$ cat src/rtl/fork_join_ctrl.sv
// Fork/join launcher: forks NUM_CH timed jobs, joins per mode (ALL/ANY/NONE), runs a tail job, drains.
// Optional `abort`/`aborted` ports are compiled in when FJC_ABORT_EN is defined.
module fork_join_ctrl #(
    parameter int NUM_CH = 3,
    parameter int CNT_W  = 8
) (
    input  logic                    clk,
    input  logic                    rst_n,
    input  logic                    start,
    input  logic [1:0]              mode,
    input  logic [NUM_CH*CNT_W-1:0] dur,
    input  logic [CNT_W-1:0]        tail_dur,
`ifdef FJC_ABORT_EN
    input  logic                    abort,
    output logic                    aborted,
`endif
    output logic                    busy,
    output logic [NUM_CH-1:0]       ch_active,
    output logic [NUM_CH-1:0]       ch_done,
    output logic                    join_pulse,
    output logic                    tail_active,
    output logic                    tail_done,
    output logic                    done
);

    typedef enum logic [1:0] {IDLE, FORK, TAIL, DRAIN} state_t;

    state_t           state;
    logic [1:0]       mode_q;
    logic [CNT_W-1:0] tail_len;
    logic [CNT_W-1:0] tail_cnt;
    logic [CNT_W-1:0] ch_cnt [NUM_CH];
    logic [NUM_CH-1:0] ch_cmp;
    logic             all_cmp;
    logic             any_cmp;
    logic             join_ok;

    // A channel counts as complete from its ch_done cycle (count of 1) onward.
    always_comb begin
        ch_cmp    = '0;
        ch_active = '0;
        ch_done   = '0;
        for (int unsigned i = 0; i < NUM_CH; i++) begin
            ch_cmp[i]    = (ch_cnt[i] <= CNT_W'(1));
            ch_active[i] = (ch_cnt[i] != '0);
            ch_done[i]   = (ch_cnt[i] == CNT_W'(1));
        end
        all_cmp = &ch_cmp;
        any_cmp = |ch_cmp;
        case (mode_q)
            2'b01:   join_ok = any_cmp;
            2'b10:   join_ok = 1'b1;
            default: join_ok = all_cmp;
        endcase
        tail_active = (tail_cnt != '0);
        tail_done   = (tail_cnt == CNT_W'(1));
        busy        = (state != IDLE);
    end

    always_ff @(posedge clk) begin
        if (!rst_n) begin
            state      <= IDLE;
            mode_q     <= '0;
            tail_len   <= '0;
            tail_cnt   <= '0;
            join_pulse <= 1'b0;
            done       <= 1'b0;
            for (int unsigned i = 0; i < NUM_CH; i++) ch_cnt[i] <= '0;
`ifdef FJC_ABORT_EN
            aborted    <= 1'b0;
`endif
        end else begin
            join_pulse <= 1'b0;
            done       <= 1'b0;
`ifdef FJC_ABORT_EN
            aborted    <= 1'b0;
`endif
            for (int unsigned i = 0; i < NUM_CH; i++)
                if (ch_cnt[i] != '0) ch_cnt[i] <= ch_cnt[i] - 1'b1;
            if (tail_cnt != '0) tail_cnt <= tail_cnt - 1'b1;

            case (state)
                IDLE: if (start) begin
                    mode_q   <= mode;
                    tail_len <= tail_dur;
                    for (int unsigned i = 0; i < NUM_CH; i++)
                        ch_cnt[i] <= dur[i*CNT_W +: CNT_W];
                    state <= FORK;
                end
                // A zero-length tail is complete at join time, so TAIL is skipped.
                FORK: if (join_ok) begin
                    join_pulse <= 1'b1;
                    if (tail_len != '0) begin
                        tail_cnt <= tail_len;
                        state    <= TAIL;
                    end else if (all_cmp) begin
                        done  <= 1'b1;
                        state <= IDLE;
                    end else begin
                        state <= DRAIN;
                    end
                end
                TAIL: if (tail_cnt <= CNT_W'(1)) begin
                    if (all_cmp) begin
                        done  <= 1'b1;
                        state <= IDLE;
                    end else begin
                        state <= DRAIN;
                    end
                end
                DRAIN: if (all_cmp) begin
                    done  <= 1'b1;
                    state <= IDLE;
                end
                default: state <= IDLE;
            endcase

`ifdef FJC_ABORT_EN
            if (abort && state != IDLE) begin
                for (int unsigned i = 0; i < NUM_CH; i++) ch_cnt[i] <= '0;
                tail_cnt   <= '0;
                join_pulse <= 1'b0;
                done       <= 1'b0;
                aborted    <= 1'b1;
                state      <= IDLE;
            end
`endif
        end
    end

endmodule

$ cat config.mk
export PLATFORM = sky130hd
export DESIGN_NAME = fork_join_ctrl
export DESIGN_NICKNAME = d
export VERILOG_FILES = /design/src/rtl/fork_join_ctrl.sv
export SDC_FILE = /design/constraint.sdc
export NUM_CORES = 1
export LEC_CHECK = 0
export CAP_MARGIN = 10
export CORE_AREA = 8 8 124 69
export CTS_CLUSTER_SIZE = 20
export DETAILED_ROUTE_END_ITERATION = 16
export DIE_AREA = 0 0 132 77
export SETUP_SLACK_MARGIN = 0.02
export SLEW_MARGIN = 25
export SYNTH_ARGS = -nofsm -noshare
export SYNTH_HDL_FRONTEND = slang
export SYNTH_SLANG_ARGS = --single-unit
$ cat constraint.sdc
create_clock -name clk -period 4.2 [get_ports clk]
set_input_delay 0.42 -clock clk [delete_from_list [all_inputs] [get_ports clk]]
set_output_delay 0.42 -clock clk [all_outputs]
set_load 0.02 [all_outputs]
## Yosys cells after proc, flatten, opt, wreduce, memory -nomap -nowiden

Memory sizes are Yosys's and may differ from the RTL's.
Cells that the tools add are included.

| word-level totals | value |
|---|---|
| flip-flop bits (word level) | 22 |
| bits in latches | 0 |
| bits in writable memories | 24 |
| ROM bits | 0 |
| input port bits | 37 |
| output and inout port bits | 11 |
| word-level logic and storage cells | 84 |
| memories kept | 1 |

Memories:

| name | words | bits a word | read ports | clocked after memory_dff | wr ports | RTL line | source |
|---|---|---|---|---|---|---|---|
| ch_cnt | 3 | 8 | 3 | 0 | 3 | 32 | `logic [CNT_W-1:0] ch_cnt [NUM_CH];` |

| operators by class | value |
|---|---|
| add/sub/neg operators | 4 |
| multiply operators | 0 |
| divide/modulo/power cells | 0 |
| magnitude comparators | 4 |
| equality and inequality tests | 13 |
| shift-type cells | 0 |
| muxes and demuxes | 38 |
| bitwise logic cells | 6 |
| reduce and logical (&&, ||, !) cells | 12 |

Operators by type and width:

| kind | number |
|---|---|
| $mux 8 | 10 |
| $reduce_bool 8->1 | 5 |
| $eq 8x1->1 const B | 4 |
| $le 8x1->1 const B | 4 |
| $sub 8x1->8 const B | 4 |
| $mux 1 | 19 |
| $mux 2 | 6 |
| $ne 2x2->1 const B | 4 |
| $pmux 2 s4 | 1 |
| $eq 2x2->1 const B | 3 |
| $or 1x1->1 | 6 |
| $eq 2x1->1 const B | 2 |
| $reduce_and 2->1 | 2 |
| $reduce_and 4->1 | 1 |
| $pmux 1 s3 | 1 |
| $reduce_and 3->1 | 1 |
| $reduce_or 3->1 | 1 |
| $logic_not 2->1 | 1 |
| $pmux 1 s2 | 1 |
| $reduce_bool 2->1 | 1 |

## Logic depth before layout (Yosys ltp)

| logic depth | value |
|---|---|
| word-level depth | 6 |
| gate-level depth with buffers | 8 |
| depth with buffers taken out | 7 |

## Worst setup path before layout

OpenSTA, ideal clock, no wires.

| path | value |
|---|---|
| path kind | register -> register |
| start | memory ch_cnt[0][4] |
| end | memory ch_cnt[1][2] (netlist: ch_cnt[0][10]) (data pin) |
| setup time | 267 ps |
| arrival | 2210 ps |
| data required time | 3933 ps |
| setup slack | 1724 ps |
| stages on the path, launching flop included | 7 |
| buffers on the path | 1 |
| cells stage by stage | edfxtp_1 -> or4_4 -> nor3_1 -> nand2_1 -> o31ai_1 -> clkbuf_1 -> o21ai_0 |

RTL lines:

| element | RTL line |
|---|---|
| start: declaration | 32 |

==> impl_metrics.ini <==
[run_status]
status = complete, no violations

[cts]
clock_latency_ns = 0.28
cts_resized = 0
ctsHoldBuffers = 0
cts.path.max_buffers = 2
cts-root-buf = clkbuf_16
clkTransAtPathRegs_ns = 0.06
numCtsBuffers = 5
clkSinkCount = 46
htreeDepth = 2
cts_tree = built
post-cts-setup-buffers = 0

[worst_setup_path]
reg2reg_depth = 6
path_max_fanout = 13
critPathLaunchType = flip-flop
startpoint = ch_cnt[0][5]$_DFFE_PP_
r2r_slack_ns = 1.26
cp.buffers_inverters = 1
cpMaxStageDelayCell = o31ai_2
crit_type = flip-flop to flip-flop
critPathCapture = ch_cnt[0][13]$_DFFE_PP_
worst_ep_arrival_time_ns = 2.97
cp_cell_sequence = or4_4 > nor3_1 > nand2_1 > o31ai_2 > buf_4 > o21ai_0
critPathTopFamily = simple AND/OR/NAND/NOR gates
cp.required_ns = 4.23
cp_num_cells = 6
r2r_start = ch_cnt[0][5]$_DFFE_PP_
cp-end-kind = flip-flop
slowest_delay_ns = 0.77
r2r_end = ch_cnt[0][13]$_DFFE_PP_

[timing]
finalMaxSlewViolations = 0
setup_viol = 0
hold_viol = 0
slew_headroom_pct = 41.1
tns_ns = 0
skew_ns = 0.00422
rsz0062_at_grt = false
tightest_slew_ns = 0.882
period_needed_ns = 2.94
min_period_over_period_pct = 70.1
clock.fmax_mhz = 340

[yosys]
ys_ff_latch = 46
ys_warn_count = 0
synth_area_leaders = edfxtp_1 28%, dfxtp_1 17%, ha_1 6.2%
synthArstFlopShare_pct = 0
syn_nets = 324
synth_top_area_share_pct = 27.6
netlist_instances = 274
synth_cell_type_count = 38
avgSynthCellArea_um2 = 9.52
synth_ff_type = edfxtp_1
synth_top_cell_by_area = edfxtp_1
synth_area_um2 = 2610
ys_seq_area_share_pct = 44.5
synth_edf_count = 24

[place]
hpwlAfterDp_um = 5040
postPlaceCellArea_um2 = 3200
portBuffers = 47
gp_congestion = 0.804

[floorplanning]
die_w_um = 132
coreArea_um2 = 6910
dieArea_um2 = 10200
floorplan.initialDensity_pct = 37.7
die_h_um = 77
rows = 22
io_pins = 48

[finish]
nFillCells = 651
utilization_pct = 48.7
insertedDiodeCount = 0
syn_to_final_growth_pct = 29.0
drive_gt1_share_pct = 6.79
fin_nets = 373
fin_area_um2 = 3360

[drt]
first_pass_iters = 4
viasPerCell = 5.10
routedWlPerCell_um = 15.5
drt_iter0_drc = 151
vias = 2140
route.detailed.drc = 0
ant_nets = 0
routed_wl_um = 6500

[power]
power_density_nw_per_um2 = 713
p_sw_share_pct = 39.1
vdd_drop_max_v = 0.000188
pwr-share-seq_pct = 34.5
combPwrFrac_pct = 47.0
p_switching_mw = 0.938
p_int_mw = 1.46
clock_power_share_pct = 18.4
p_leak_nw = 1.24

[grt]
grt_pass1_vias = 2020
grt_max_degree = 22
grt_pass1_wl_um = 10800
gr-total-overflow = 0
track_usage_pct = 12.8
grt_antenna_before_repair = 0

[min_path]
hp-class = flip-flop to flip-flop

[flow_run]
cap_viol_max_count = 0
## registers in the layout, summed over array words and instances, names as in the netlist
signal / cells
ch_cnt: 24
done: 1
join_pulse: 1
mode_q: 2
state: 2
tail_cnt: 8
tail_len: 8
## synthesized netlist by cell type (6+ instances only)
cell / instances
nand2_1: 41
o21ai_0: 26
edfxtp_1: 24
dfxtp_1: 22
xnor2_1: 18
nor2_1: 16
inv_1: 15
ha_1: 13
nor3_1: 11
a22o_1: 10
nand3_1: 8
clkbuf_1: 7
nor4_1: 6
o32ai_1: 6
## how the worst min path moves through the flow
stage	start	slack (ns)	to	depth (start not counted)
4_1_cts	tail_len[1]$_SDFFE_PN0P_	0.49	tail_cnt[1]$_SDFF_PN0_	2
3_5_place_dp	tail_len[7]$_SDFFE_PN0P_	0.47	tail_cnt[7]$_SDFF_PN0_	2
3_3_place_gp	tail_len[1]$_SDFFE_PN0P_	0.49	tail_cnt[1]$_SDFF_PN0_	2
2_1_floorplan	tail_len[7]$_SDFFE_PN0P_	0.45	tail_cnt[7]$_SDFF_PN0_	2
5_1_grt	tail_len[1]$_SDFFE_PN0P_	0.51	tail_cnt[1]$_SDFF_PN0_	2
6_report	tail_len[1]$_SDFFE_PN0P_	0.49	tail_cnt[1]$_SDFF_PN0_	2
## cell type report
| type | count | area [um2] | share of cell area, % |
|---|---|---|---|
| tap | 96 | 120 | 3.57 |
| clock inverter | 2 | 37.5 | 1.12 |
| inverter | 15 | 56.3 | 1.67 |
| multi-input combinational | 204 | 1360 | 40.4 |
| clock buffer | 6 | 129 | 3.83 |
| timing repair buffer | 51 | 500 | 14.9 |
| sequential | 46 | 1160 | 34.5 |
## through the flow
stage	std cells	hold slack (ns)	total power, mW	setup WS, ns
floorplan	274	0.447	1.62	1.72
global placement	412	0.487	1.96	1.40
detailed placement	412	0.472	1.96	1.27
CTS	420	0.491	2.41	1.26
global route	420	0.507	2.58	1.09
finish	420	0.492	2.40	1.26
## worst register-to-register path: cells and delay by family (launching register included)
kind	cells	cell delay [ns]
AOI/OAI and AO/OA	2	0.88
and+or+nand+nor	3	1.08
buffers and inverters	1	0.31
DFF	1	0.43
## cells in the final DEF, fill, tap and decap left out, types with 4 or more instances in the layout
cell type        synthesis  routed
xor2_1                   5       5
ha_1                    13      13
o32ai_1                  6       6
a22o_1                  10      10
nor2_1                  16      16
nand2_1                 41      41
edfxtp_1                24      24
nor3_1                  11      11
inv_1                   15      15
buf_4                    0       4
o21ai_0                 26      26
xnor2_1                 18      18
a21oi_1                  4       4
or4_1                    4       4
nand2b_1                 4       4
clkdlybuf4s50_1          0      47
dfxtp_1                 22      22
clkbuf_16                0       5
nand3_1                  8       8
nor4_1                   6       6
## cell families after synthesis
logic type | synth area share, %
compound gates | 13.8
xor+xnor | 7.73
fa+ha+maj | 6.24
buf+inv | 3.50
flops | 44.5
mux | 0.768
simple gates | 23.4
## power groups by stage
stage | combinational, mW | sequential (mW) | clock [mW]
floorplan | 0.832 | 0.790 | 0
CTS | 1.13 | 0.826 | 0.452
detailed placement | 1.12 | 0.834 | 0
global placement | 1.13 | 0.832 | 0
global route | 1.26 | 0.854 | 0.474
finish | 1.13 | 0.829 | 0.442
## routing by layer
| metal | track usage, % | up-vias | wire, um |
|---|---|---|---|
| li1 | - | 1085 | - |
| met1 | 19.7 | 999 | 3660 |
| met2 | 17.1 | 54 | 2490 |
| met3 | 3.58 | 2 | 339 |
| met4 | 2.05 | 0 | 15 |
| met5 | 0 | - | 0 |
No activity file was read; power rests on OpenSTA's default activity.
